**src/rtl/pc_fetch_sequencer_pkg.sv**
```systemverilog
`default_nettype none
// ============================================================================
// Module   : pc_seq_pkg
// Brief    : Shared state encoding and PC constants for the fetch sequencer.
// Revision : 1.0 - initial release
// ============================================================================
package pc_seq_pkg;

    localparam int          c_STATE_W  = 3;
    localparam logic [31:0] c_RESET_PC = 32'h0000_0000;
    localparam logic [31:0] c_PC_INC   = 32'd1;

    typedef enum logic [c_STATE_W-1:0] {
        ST_IDLE   = 3'd0,
        ST_REQ    = 3'd1,
        ST_WAIT   = 3'd2,
        ST_HOLD   = 3'd3,
        ST_HALTED = 3'd4
    } state_t;

endpackage : pc_seq_pkg
`default_nettype wire

```
**src/rtl/pc_fetch_sequencer_if.sv**
```systemverilog
`default_nettype none
// ============================================================================
// Module   : pc_fetch_sequencer_if
// Brief    : Instruction-memory, decode and branch-resolution signal bundle.
// Revision : 1.0 - initial release
// ============================================================================
interface pc_fetch_sequencer_if;

    logic        imem_req;
    logic [31:0] imem_addr;
    logic        imem_ready;
    logic        imem_rvalid;
    logic [31:0] imem_rdata;

    logic        instr_valid;
    logic [31:0] instr_out;
    logic [31:0] instr_pc;
    logic        instr_ready;

    logic        br_valid;
    logic        branch;
    logic        alu_zero;
    logic [31:0] sign_out;
    logic [31:0] br_pc;

    modport master (
        output imem_req, imem_addr, instr_valid, instr_out, instr_pc,
        input  imem_ready, imem_rvalid, imem_rdata, instr_ready,
        input  br_valid, branch, alu_zero, sign_out, br_pc
    );

    modport slave (
        input  imem_req, imem_addr, instr_valid, instr_out, instr_pc,
        output imem_ready, imem_rvalid, imem_rdata, instr_ready,
        output br_valid, branch, alu_zero, sign_out, br_pc
    );

endinterface : pc_fetch_sequencer_if
`default_nettype wire

```
**src/rtl/pc_fetch_sequencer_target_calc.sv**
```systemverilog
`default_nettype none
// ============================================================================
// Module   : pc_target_calc
// Brief    : Branch target, sequential next-PC and taken-redirect decode.
// Revision : 1.0 - initial release
// ============================================================================
module pc_target_calc #(
    parameter logic [31:0] PC_INC = 32'd1
) (
    input  wire logic [31:0] i_pc,
    input  wire logic [31:0] i_br_pc,
    input  wire logic [31:0] i_sign_out,
    input  wire logic        i_br_valid,
    input  wire logic        i_branch,
    input  wire logic        i_alu_zero,
    input  wire logic        i_active,
    output logic [31:0]      o_target,
    output logic [31:0]      o_pc_next,
    output logic             o_taken
);

    // Offsets are relative to the instruction after the branch; sums wrap mod 2^32.
    assign o_target  = i_br_pc + 32'd1 + i_sign_out;
    assign o_pc_next = i_pc + PC_INC;
    assign o_taken   = i_active & i_br_valid & i_branch & i_alu_zero;

endmodule : pc_target_calc
`default_nettype wire

```
**src/rtl/pc_fetch_sequencer.sv**
```systemverilog
`default_nettype none
// ============================================================================
// Module   : pc_fetch_sequencer
// Brief    : Word-addressed PC sequencing, instruction fetch and decode hand-off.
// Revision : 1.0 - initial release
// ============================================================================
module pc_fetch_sequencer
    import pc_seq_pkg::*;
#(
    parameter logic [31:0] RESET_PC = c_RESET_PC,
    parameter logic [31:0] PC_INC   = c_PC_INC
) (
    input  wire logic               clock,
    input  wire logic               reset_n,
    input  wire logic               start,
    input  wire logic               halt,
    pc_fetch_sequencer_if.master    bus,
    output logic                    flush,
    output logic [31:0]             fetch_count
);

    state_t      r_state;
    logic [31:0] r_pc;
    logic        r_imem_req;
    logic        r_instr_valid;
    logic [31:0] r_instr_out;
    logic [31:0] r_instr_pc;
    logic        r_flush;
    logic [31:0] r_fetch_count;
    logic        r_discard;

    logic        w_active;
    logic        w_taken;
    logic [31:0] w_target;
    logic [31:0] w_pc_next;

    assign w_active = (r_state != ST_IDLE) && (r_state != ST_HALTED);

    pc_target_calc #(
        .PC_INC (PC_INC)
    ) u_target_calc (
        .i_pc       (r_pc),
        .i_br_pc    (bus.br_pc),
        .i_sign_out (bus.sign_out),
        .i_br_valid (bus.br_valid),
        .i_branch   (bus.branch),
        .i_alu_zero (bus.alu_zero),
        .i_active   (w_active),
        .o_target   (w_target),
        .o_pc_next  (w_pc_next),
        .o_taken    (w_taken)
    );

    always_ff @(posedge clock or negedge reset_n) begin
        if (!reset_n) begin
            r_state       <= ST_IDLE;
            r_pc          <= RESET_PC;
            r_imem_req    <= 1'b0;
            r_instr_valid <= 1'b0;
            r_instr_out   <= 32'd0;
            r_instr_pc    <= 32'd0;
            r_flush       <= 1'b0;
            r_fetch_count <= 32'd0;
            r_discard     <= 1'b0;
        end else begin
            r_flush <= w_taken;
            case (r_state)
                ST_IDLE: begin
                    if (start) begin
                        r_state    <= ST_REQ;
                        r_imem_req <= 1'b1;
                    end
                end

                ST_REQ: begin
                    // A redirect alongside acceptance still lets the old-address
                    // request finish; its response is marked for discard.
                    if (bus.imem_ready) begin
                        r_state    <= ST_WAIT;
                        r_imem_req <= 1'b0;
                        r_discard  <= w_taken;
                    end
                    if (w_taken) begin
                        r_pc <= w_target;
                    end
                end

                ST_WAIT: begin
                    if (bus.imem_rvalid) begin
                        r_discard <= 1'b0;
                        if (r_discard || w_taken) begin
                            r_state    <= ST_REQ;
                            r_imem_req <= 1'b1;
                            if (w_taken) begin
                                r_pc <= w_target;
                            end
                        end else begin
                            r_instr_out   <= bus.imem_rdata;
                            r_instr_pc    <= r_pc;
                            r_instr_valid <= 1'b1;
                            r_pc          <= w_pc_next;
                            r_state       <= ST_HOLD;
                        end
                    end else if (w_taken) begin
                        r_discard <= 1'b1;
                        r_pc      <= w_target;
                    end
                end

                ST_HOLD: begin
                    if (w_taken) begin
                        // Handshake in the redirect cycle is counted; decode drops it on flush.
                        if (bus.instr_ready) begin
                            r_fetch_count <= r_fetch_count + 32'd1;
                        end
                        r_instr_valid <= 1'b0;
                        r_pc          <= w_target;
                        r_state       <= ST_REQ;
                        r_imem_req    <= 1'b1;
                    end else if (bus.instr_ready) begin
                        r_fetch_count <= r_fetch_count + 32'd1;
                        r_instr_valid <= 1'b0;
                        if (halt) begin
                            r_state <= ST_HALTED;
                        end else begin
                            r_state    <= ST_REQ;
                            r_imem_req <= 1'b1;
                        end
                    end
                end

                ST_HALTED: begin
                    r_imem_req    <= 1'b0;
                    r_instr_valid <= 1'b0;
                end

                default: begin
                    r_state       <= ST_IDLE;
                    r_imem_req    <= 1'b0;
                    r_instr_valid <= 1'b0;
                    r_discard     <= 1'b0;
                end
            endcase
        end
    end

    assign bus.imem_req    = r_imem_req;
    assign bus.imem_addr   = r_pc;
    assign bus.instr_valid = r_instr_valid;
    assign bus.instr_out   = r_instr_out;
    assign bus.instr_pc    = r_instr_pc;
    assign flush           = r_flush;
    assign fetch_count     = r_fetch_count;

endmodule : pc_fetch_sequencer
`default_nettype wire

```
**src/flat_wrapper.sv**
```systemverilog
// flat-port wrapper written by rule: the top's interface ports become plain ports
module pc_fetch_sequencer_flat import pc_seq_pkg::*;
#(
    parameter logic [31:0] RESET_PC = c_RESET_PC,
    parameter logic [31:0] PC_INC   = c_PC_INC
)
  (clock, reset_n, start, halt, flush, fetch_count, bus_imem_req, bus_imem_addr, bus_instr_valid, bus_instr_out, bus_instr_pc, bus_imem_ready, bus_imem_rvalid, bus_imem_rdata, bus_instr_ready, bus_br_valid, bus_branch, bus_alu_zero, bus_sign_out, bus_br_pc);
  pc_fetch_sequencer_if bus_i ();
  input  wire logic clock;
  input  wire logic reset_n;
  input  wire logic start;
  input  wire logic halt;
  output logic flush;
  output logic [31:0] fetch_count;
  output wire logic [$bits(bus_i.imem_req)-1:0] bus_imem_req;
  output wire logic [$bits(bus_i.imem_addr)-1:0] bus_imem_addr;
  output wire logic [$bits(bus_i.instr_valid)-1:0] bus_instr_valid;
  output wire logic [$bits(bus_i.instr_out)-1:0] bus_instr_out;
  output wire logic [$bits(bus_i.instr_pc)-1:0] bus_instr_pc;
  input wire logic [$bits(bus_i.imem_ready)-1:0] bus_imem_ready;
  input wire logic [$bits(bus_i.imem_rvalid)-1:0] bus_imem_rvalid;
  input wire logic [$bits(bus_i.imem_rdata)-1:0] bus_imem_rdata;
  input wire logic [$bits(bus_i.instr_ready)-1:0] bus_instr_ready;
  input wire logic [$bits(bus_i.br_valid)-1:0] bus_br_valid;
  input wire logic [$bits(bus_i.branch)-1:0] bus_branch;
  input wire logic [$bits(bus_i.alu_zero)-1:0] bus_alu_zero;
  input wire logic [$bits(bus_i.sign_out)-1:0] bus_sign_out;
  input wire logic [$bits(bus_i.br_pc)-1:0] bus_br_pc;
  assign bus_imem_req = bus_i.imem_req;
  assign bus_imem_addr = bus_i.imem_addr;
  assign bus_instr_valid = bus_i.instr_valid;
  assign bus_instr_out = bus_i.instr_out;
  assign bus_instr_pc = bus_i.instr_pc;
  assign bus_i.imem_ready = bus_imem_ready;
  assign bus_i.imem_rvalid = bus_imem_rvalid;
  assign bus_i.imem_rdata = bus_imem_rdata;
  assign bus_i.instr_ready = bus_instr_ready;
  assign bus_i.br_valid = bus_br_valid;
  assign bus_i.branch = bus_branch;
  assign bus_i.alu_zero = bus_alu_zero;
  assign bus_i.sign_out = bus_sign_out;
  assign bus_i.br_pc = bus_br_pc;
  pc_fetch_sequencer #(.RESET_PC(RESET_PC), .PC_INC(PC_INC)) u_core (.clock(clock), .reset_n(reset_n), .start(start), .halt(halt), .bus(bus_i), .flush(flush), .fetch_count(fetch_count));
endmodule
```
**config.mk**
```make
export PLATFORM = sky130hd
export DESIGN_NAME = pc_fetch_sequencer_flat
export DESIGN_NICKNAME = d
export VERILOG_FILES = /design/src/rtl/pc_fetch_sequencer_pkg.sv /design/src/rtl/pc_fetch_sequencer_if.sv /design/src/rtl/pc_fetch_sequencer_target_calc.sv /design/src/rtl/pc_fetch_sequencer.sv /design/src/flat_wrapper.sv
export SDC_FILE = /design/constraint.sdc
export NUM_CORES = 1
export LEC_CHECK = 0
export ABC_AREA = 1
export CAP_MARGIN = 30
export CORE_MARGIN = 5
export CORE_UTILIZATION = 54
export CTS_CLUSTER_SIZE = 8
export DETAILED_ROUTE_END_ITERATION = 12
export PLACE_DENSITY_LB_ADDON = 0.15
export SYNTH_ARGS = -nofsm -noshare
export SYNTH_HDL_FRONTEND = slang
export SYNTH_SLANG_ARGS = --single-unit
```
**constraint.sdc**
```tcl
create_clock -name clock -period 5.07 [get_ports clock]
set_input_delay 1.014 -clock clock [delete_from_list [all_inputs] [get_ports clock]]
set_output_delay 1.014 -clock clock [all_outputs]
set_load 0.1 [all_outputs]
```
==> metrics.yaml, run 1 <==
status: "complete, no violations"
wl_met3_um: 2270
dpl_worst_slack_ns: 1.40
power_density_nw_per_um2: 694
worstPathMaxFanout: 61
antenna_found_initial: 0
n_antenna_cell: 0
ys_seq_area_share_pct: 37.7
grt_pass1_wl_um: 44900
synth_ff_type: "dfrtp_1"
die_w_um: 139
cpPeakStageDelay_ns: 0.55
cp_data_arrival_time_ns: 3.49
hold_path_class: "flip-flop to flip-flop"
drtIter0Drc: 694
cp_num_cells: 10
io_pins: 237
avgSynthCellArea_um2: 6.87
num-nets-final: 1682
worst_slack_ns: 1.83
critPathKind: "primary input to flip-flop"
required_ns: 5.32
core-area_um2: 16400
vias_per_cell: 5.36
cts.sinks: 135
chipHeight_um: 139
htreeDepth: 4
crit_path_end_kind: "flip-flop"
cts_buffers: 17
cts_tree: "built"
ys_types: 44
max_cap_viol_count: 0
synth_area_um2: 8960
worstHoldStart: "u_core.bus.instr_out[30]$_DFFE_PN0P_"
tns_ns: 0
synth_area_leaders: "dfrtp_1 (38%), nand2_1 (19%), inv_1 (7.2%)"
period_needed_ns: 3.24
synth_edf_count: 0
syn_to_final_growth_pct: 36.7
ctsHoldBuffers: 0
route.top_layer_used: "met4"
fin_skew_ns: 0.0135
post-route-period-util_pct: 63.9
synthCells: 1305
die_area_um2: 19300
cp_top_family: "buffers and inverters"
seqCellArea_um2: 3380
relSlewSlack_pct: 30.5
cp-start-kind: "primary input"
worstSkewPairLatency_ns: 0.42
synth_seq_cells: 135
multi_input_area_um2: 4790
grt_max_degree: 96
grt_usage_pct: 28.4
worstRegToRegCells: 11
grt_pass1_vias: 8876
hpwl_um: 21500
synth_top_cell_area_share_pct: 37.7
maxSlewViolCount: 0
wl_met1_um: 11400
finalSetupViolCount: 0
synth_nets: 1445
rsz0062_at_grt: "no"
cp_common_cell: "buf_4"
wire_per_inst_um: 15.6
fillers: 1269
hold_slack_ns: 0.467
async_flop_share_pct: 100
post-cts-setup-buffers: 0
worst_slew_pin_slew_ns: 1.04
vias: 9502
yosysTopAreaCell: "dfrtp_1"
ctsResizeCount: 0
ant_nets: 0
hold_violations: 0
post-route-drc-count: 0
drt-total-wl_um: 27700
ir_drop_uv: 609
min_path_cells: 2
start_util_pct: 54.6
p_leak_nw: 6.10
finalWeightedCongestion: 0.968
synth_warnings: 0
r2r-start: "u_core.r_state[0]$_DFFE_PN0P_"
worst-path-buf-inv: 4
root_buffer: "clkbuf_16"
path_cells: "clkdlybuf4s50_1, nand3_1, nor2_2, buf_4, nor2_1, nand2_1, nor2_4, inv_2, buf_4, o221ai_1"
clkTransAtPathRegs_ns: 0.06
rows: 47
slowest_stage: "buf_4"
setup.worst_path.start: "bus_alu_zero"
route.met2.wl_um: 13300
fin_util_pct: 74.7
first_pass_iters: 5
portBuffers: 236
clk_path_buf_depth: 2
fmax_ghz: 0.309
drive_gt1_share_pct: 5.15
grt_overflow_total: 0
-- worst reg2reg max path, cell delays in order, from the launching register on --
cell and delay [ns]:
dfrtp_1 0.46, nor2_2 0.25, nor2_2 0.06, buf_4 0.24, inv_1 0.12, nand2_1 0.30, inv_1 0.68, o21ai_0 0.19
o21ai_0 0.20, inv_1 0.06, nand2_1 0.06, nand2_1 0.04
-- worst paths after layout --
path / to / slack (ns)
worst min-delay path: u_core.bus.instr_out[30]$_DFFE_PN0P_ / 0.47
min in group asynchronous: u_core.bus.imem_addr[3]$_DFFE_PN0P_ / 0.64
worst max register to register: u_core.bus.imem_addr[24]$_DFFE_PN0P_ / 2.31
worst min register to register: u_core.bus.instr_out[30]$_DFFE_PN0P_ / 0.47
max in group asynchronous: u_core.bus.instr_pc[26]$_DFFE_PN0P_ / 3.29
worst max-delay path: u_core.bus.imem_addr[0]$_DFFE_PN0P_ / 1.83
-- layer usage --
| layer | vias to the layer above | GRT usage, % |
|---|---|---|
| met1 | 4353 | 36.9 |
| li1 | 4659 | - |
| met4 | 0 | 9.06 |
| met5 | - | 0 |
| met2 | 428 | 48.4 |
| met3 | 62 | 5.00 |
-- power breakdown --
group | switching, mW | total [mW] | internal (mW)
logic | 4.12 | 5.44 | 1.32
registers | 0.394 | 1.87 | 1.48
clock network | 0.465 | 1.20 | 0.730
-- layout make-up --
class                      instances  share of cell area, %
tap                              220                   2.25
clock buffer                      18                   3.58
sequential                       135                   27.6
clock inverter                    12                   1.07
multi-input combinational        961                   39.1
timing repair buffer             248                   21.0
inverter                         179                   5.48
-- flip-flops by register name, summed over array words and instances (netlist names) --
register / count
u_core.bus.imem_addr: 32
u_core.bus.imem_req: 1
u_core.bus.instr_out: 32
u_core.bus.instr_pc: 32
u_core.bus.instr_valid: 1
u_core.fetch_count: 32
u_core.flush: 1
u_core.r_discard: 1
u_core.r_state: 3
-- cells in the final DEF (no fill, tap or decap), types with 22 or more instances in the layout --
cell / count
nand4_1: 23
a21oi_1: 59
dfrtp_1: 135
nand3_1: 75
inv_1: 173
nand2_1: 448
nor2_1: 101
nor3_1: 22
xor2_1: 26
o21ai_0: 67
ha_1: 33
clkdlybuf4s50_1: 235
-- synth_stat cells (14+ instances only) --
cell,number
nand3_1,75
nor3_1,22
inv_1,173
nand2_1,448
xor2_1,26
ha_1,33
nor2_1,103
clkbuf_1,16
o21ai_0,67
nand4_1,23
a21oi_1,59
xnor2_1,14
dfrtp_1,135
-- through the flow --
stage / cells / power, mW / cell area, um^2
2_1_floorplan: 1305 / 5.76 / 8960
3_3_place_gp: 1737 / 7.08 / 11500
3_5_place_dp: 1741 / 7.23 / 11600
4_1_cts: 1771 / 8.46 / 12200
5_1_grt: 1773 / 8.90 / 12300
6_report: 1773 / 8.50 / 12300
-- cell families (layout without fill, tap and decap cells) --
| logic type | after synthesis | count (layout) | share of synthesized area [%] |
|---|---|---|---|
| simple gates | 716 | 716 | 34.0 |
| buf+inv | 209 | 457 | 8.95 |
| compound gates | 170 | 170 | 10.6 |
| flops | 135 | 135 | 37.7 |
| xor+xnor | 40 | 40 | 3.91 |
| fa+ha+maj | 34 | 34 | 4.83 |
| mux | 1 | 1 | 0.126 |
No activity file was read; power rests on OpenSTA's default activity.
==> inputs of run 2 (changes only) <==
--- a/config.mk
+++ b/config.mk
@@ -8,7 +8,7 @@
 export ABC_AREA = 1
 export CAP_MARGIN = 30
 export CORE_MARGIN = 5
-export CORE_UTILIZATION = 54
+export CORE_UTILIZATION = 45
 export CTS_CLUSTER_SIZE = 8
 export DETAILED_ROUTE_END_ITERATION = 12
 export PLACE_DENSITY_LB_ADDON = 0.15
==> constraint.sdc (replaced) <==
create_clock -name clock -period 2.8 [get_ports clock]
set_input_delay 0.56 -clock clock [delete_from_list [all_inputs] [get_ports clock]]
set_output_delay 0.56 -clock clock [all_outputs]
set_load 0.1 [all_outputs]
==> run 2 against run 1 <==
Compared with the run above: sequential cell count did not move; wire length fell by 0.55%; combinational power rose by 73%; sequential share of layout area rose by 0.52 points; clock power rose by 77%; critical path depth rose by 7; global-route usage fell by 4.6 points; non-clock buffer count rose by 13; die area rose by 19%; final area fell by 1.8%; critical path type unchanged; largest power group unchanged.
==> metrics.yaml, run 2 (synthesis gave the netlist of run 1 again) <==
worstSkewPairLatency_ns: 0.42  # about the same
clkTransAtPathRegs_ns: 0.06  # about the same
vias_per_cell: 5.03  # was 5.36
worst-path-buf-inv: 3  # was 4
cts.sinks: 135  # unchanged
fin_cells: 1833  # was 1773
worst_slew_pin_slew_ns: 0.538  # was 1.04 ns
critPathKind: "primary input to flip-flop"  # unchanged
clk_path_buf_depth: 2  # unchanged
grt_overflow_total: 0  # unchanged
start_util_pct: 45.9  # was 54.6%
hold_violations: 0  # unchanged
layout_commonest_cell: "nand2_1"  # unchanged
final_cell_mix: "nand2_1 (448), inv_1 (173), buf_4 (150), dfrtp_1 (135), clkdlybuf4s50_1 (104)"  # was nand2_1 (448), clkdlybuf4s50_1 (235), inv_1 (173), dfrtp_1 (135), nor2_1 (101)
r2r-start: "u_core.r_state[0]$_DFFE_PN0P_"  # unchanged
cp-start-kind: "primary input"  # unchanged
p_leak_nw: 6.30  # was 6.10 nW
worstPathMaxFanout: 3  # was 61
ir_drop_uv: 687  # was 609 uV
io_pins: 237  # unchanged
portBuffers: 236  # unchanged
htreeDepth: 4  # unchanged
post-route-period-util_pct: 85.7
max_cap_viol_count: 0  # unchanged
cts_tree: "built"  # unchanged
ctsHoldBuffers: 0  # unchanged
drt-total-wl_um: 27500  # was 27700 um
grt_pass1_vias: 8525  # was 8876
post-cts-setup-buffers: 0  # unchanged
dp.cells: 1801  # was 1741
fin_util_pct: 61.6  # was 74.7%
fin_skew_ns: 0.0134  # was 0.0135 ns
dpl_cell_area_um2: 11500  # was 11600 um^2
final_cell_area_um2: 12000  # was 12300 um^2
period_needed_ns: 2.40
die_w_um: 151  # was 139 um
status: "complete, no violations"  # unchanged
ctsResizeCount: 0  # unchanged
drive_gt1_share_pct: 14.3  # was 5.15%
path_cells: "clkdlybuf4s50_1, inv_1, ha_1, inv_1, fa_1, nand2_1, nand2_1, nand3b_1, nand2_1, nand2_1, nand2_1, nand2_1, nand2_1, nand2_1, nand3_1, a21oi_1, nor2_1"  # was clkdlybuf4s50_1, nand3_1, nor2_2, buf_4, nor2_1, nand2_1, nor2_4, inv_2, buf_4, o221ai_1
die_area_um2: 22800  # was 19300 um^2
ant_nets: 0  # unchanged
grt_usage_pct: 23.8  # was 28.4%
root_buffer: "clkbuf_16"  # unchanged
dpl_worst_slack_ns: -0.0243  # was 1.40 ns
required_ns: 3.12  # was 5.32 ns
drtIter0Drc: 535  # was 694
cp_top_family: "simple AND/OR/NAND/NOR gates"  # was buffers and inverters
r2r_setup_slack_ns: 0.49  # was 2.31 ns
finalSetupViolCount: 0  # unchanged
rsz0062_at_grt: "no"  # unchanged
crit_path_end_kind: "flip-flop"  # unchanged
fmax_ghz: 0.417
core-area_um2: 19500  # was 16400 um^2
vias: 9221  # was 9502
cpPeakStageDelay_ns: 0.40  # was 0.55 ns
hpwl_um: 22200  # was 21500 um
n_antenna_cell: 0  # unchanged
worst_slack_ns: 0.400  # was 1.83 ns
worstRegToRegCells: 9  # was 11
relSlewSlack_pct: 64.1  # was 30.5%
rows: 51  # was 47
p_total_mw: 14.9  # was 8.50 mW
antenna_found_initial: 0  # unchanged
power_density_nw_per_um2: 1240  # was 694 nW/um^2
grt_max_degree: 55  # was 96
hold_path_class: "primary input to async pin"  # was flip-flop to flip-flop
slowest_stage: "clkdlybuf4s50_1"  # was buf_4
cp_common_cell: "nand2_1"  # was buf_4
cp_data_arrival_time_ns: 2.72  # was 3.49 ns
chipHeight_um: 151  # was 139 um
maxSlewViolCount: 0  # unchanged
syn_to_final_growth_pct: 34.2  # was 36.7%
cts_buffers: 17  # unchanged
post-route-drc-count: 0  # unchanged
finalWeightedCongestion: 0.937  # was 0.968
r2r-end: "u_core.bus.imem_addr[11]$_DFFE_PN0P_"  # was u_core.bus.imem_addr[24]$_DFFE_PN0P_
num-nets-final: 1695  # was 1682
wire_per_inst_um: 15.0  # was 15.6 um
grt_pass1_wl_um: 43200  # was 44900 um
first_pass_iters: 6  # was 5
## run 2: worst register-to-register path: stages, from the launching register on
cell and delay, ns:
dfrtp_1 0.48, nor2_2 0.25, nor2_2 0.10, buf_12 0.16, nor2_1 0.41, inv_1 0.32
o21ai_0 0.23, inv_1 0.06, o211ai_1 0.08, o21ai_0 0.10
## run 2: how the worst max path moves through the flow
stage,end,startpoint,slack (ns),cells past startpoint
6_report,u_core.bus.imem_addr[22]$_DFFE_PN0P_,bus_sign_out[0],0.40,17
3_5_place_dp,u_core.bus.imem_addr[22]$_DFFE_PN0P_,bus_br_pc[0],-0.02,17
3_3_place_gp,u_core.bus.imem_addr[22]$_DFFE_PN0P_,bus_br_pc[0],0.07,17
4_1_cts,u_core.bus.imem_addr[22]$_DFFE_PN0P_,bus_br_pc[0],0.41,17
5_1_grt,u_core.bus.imem_addr[20]$_DFFE_PN0P_,bus_br_pc[0],0.20,16
2_1_floorplan,u_core.bus.imem_addr[24]$_DFFE_PN0P_,u_core.bus.imem_addr[0]$_DFFE_PN0P_,0.30,13
## run 2: per-stage QoR
step                      setup TNS [ns]  hold slack (ns)
after floorplan                        0            0.264
after global placement                 0            0.456
after detailed placement         -0.0243            0.461
after CTS                              0            0.113
after global routing                   0            0.135
final                                  0           0.0970
## run 2: area by class of cell
cell class,count,area (um^2)
inverters,179,672
clock inverters,13,121
multi-input cells,961,4790
fillers,1872,7490
flip-flops and latches,135,3380
well taps,265,332
clock buffers,19,443
repair buffers,261,2300
## run 2: layer usage
layer,GRT usage [%],part of all wire [%],vias up
met5,0,0,-
met4,5.44,1.1,0
met3,5.15,8.4,25
met2,38.9,45,325
met1,32.6,45,4186
li1,-,-,4685
## run 2: power breakdown
part / total, mW / internal [mW] / switching [mW]
clock network: 2.12 / 1.25 / 0.868
registers: 3.40 / 2.68 / 0.729
logic: 9.42 / 2.03 / 7.39
total: 14.9 / 5.96 / 8.99
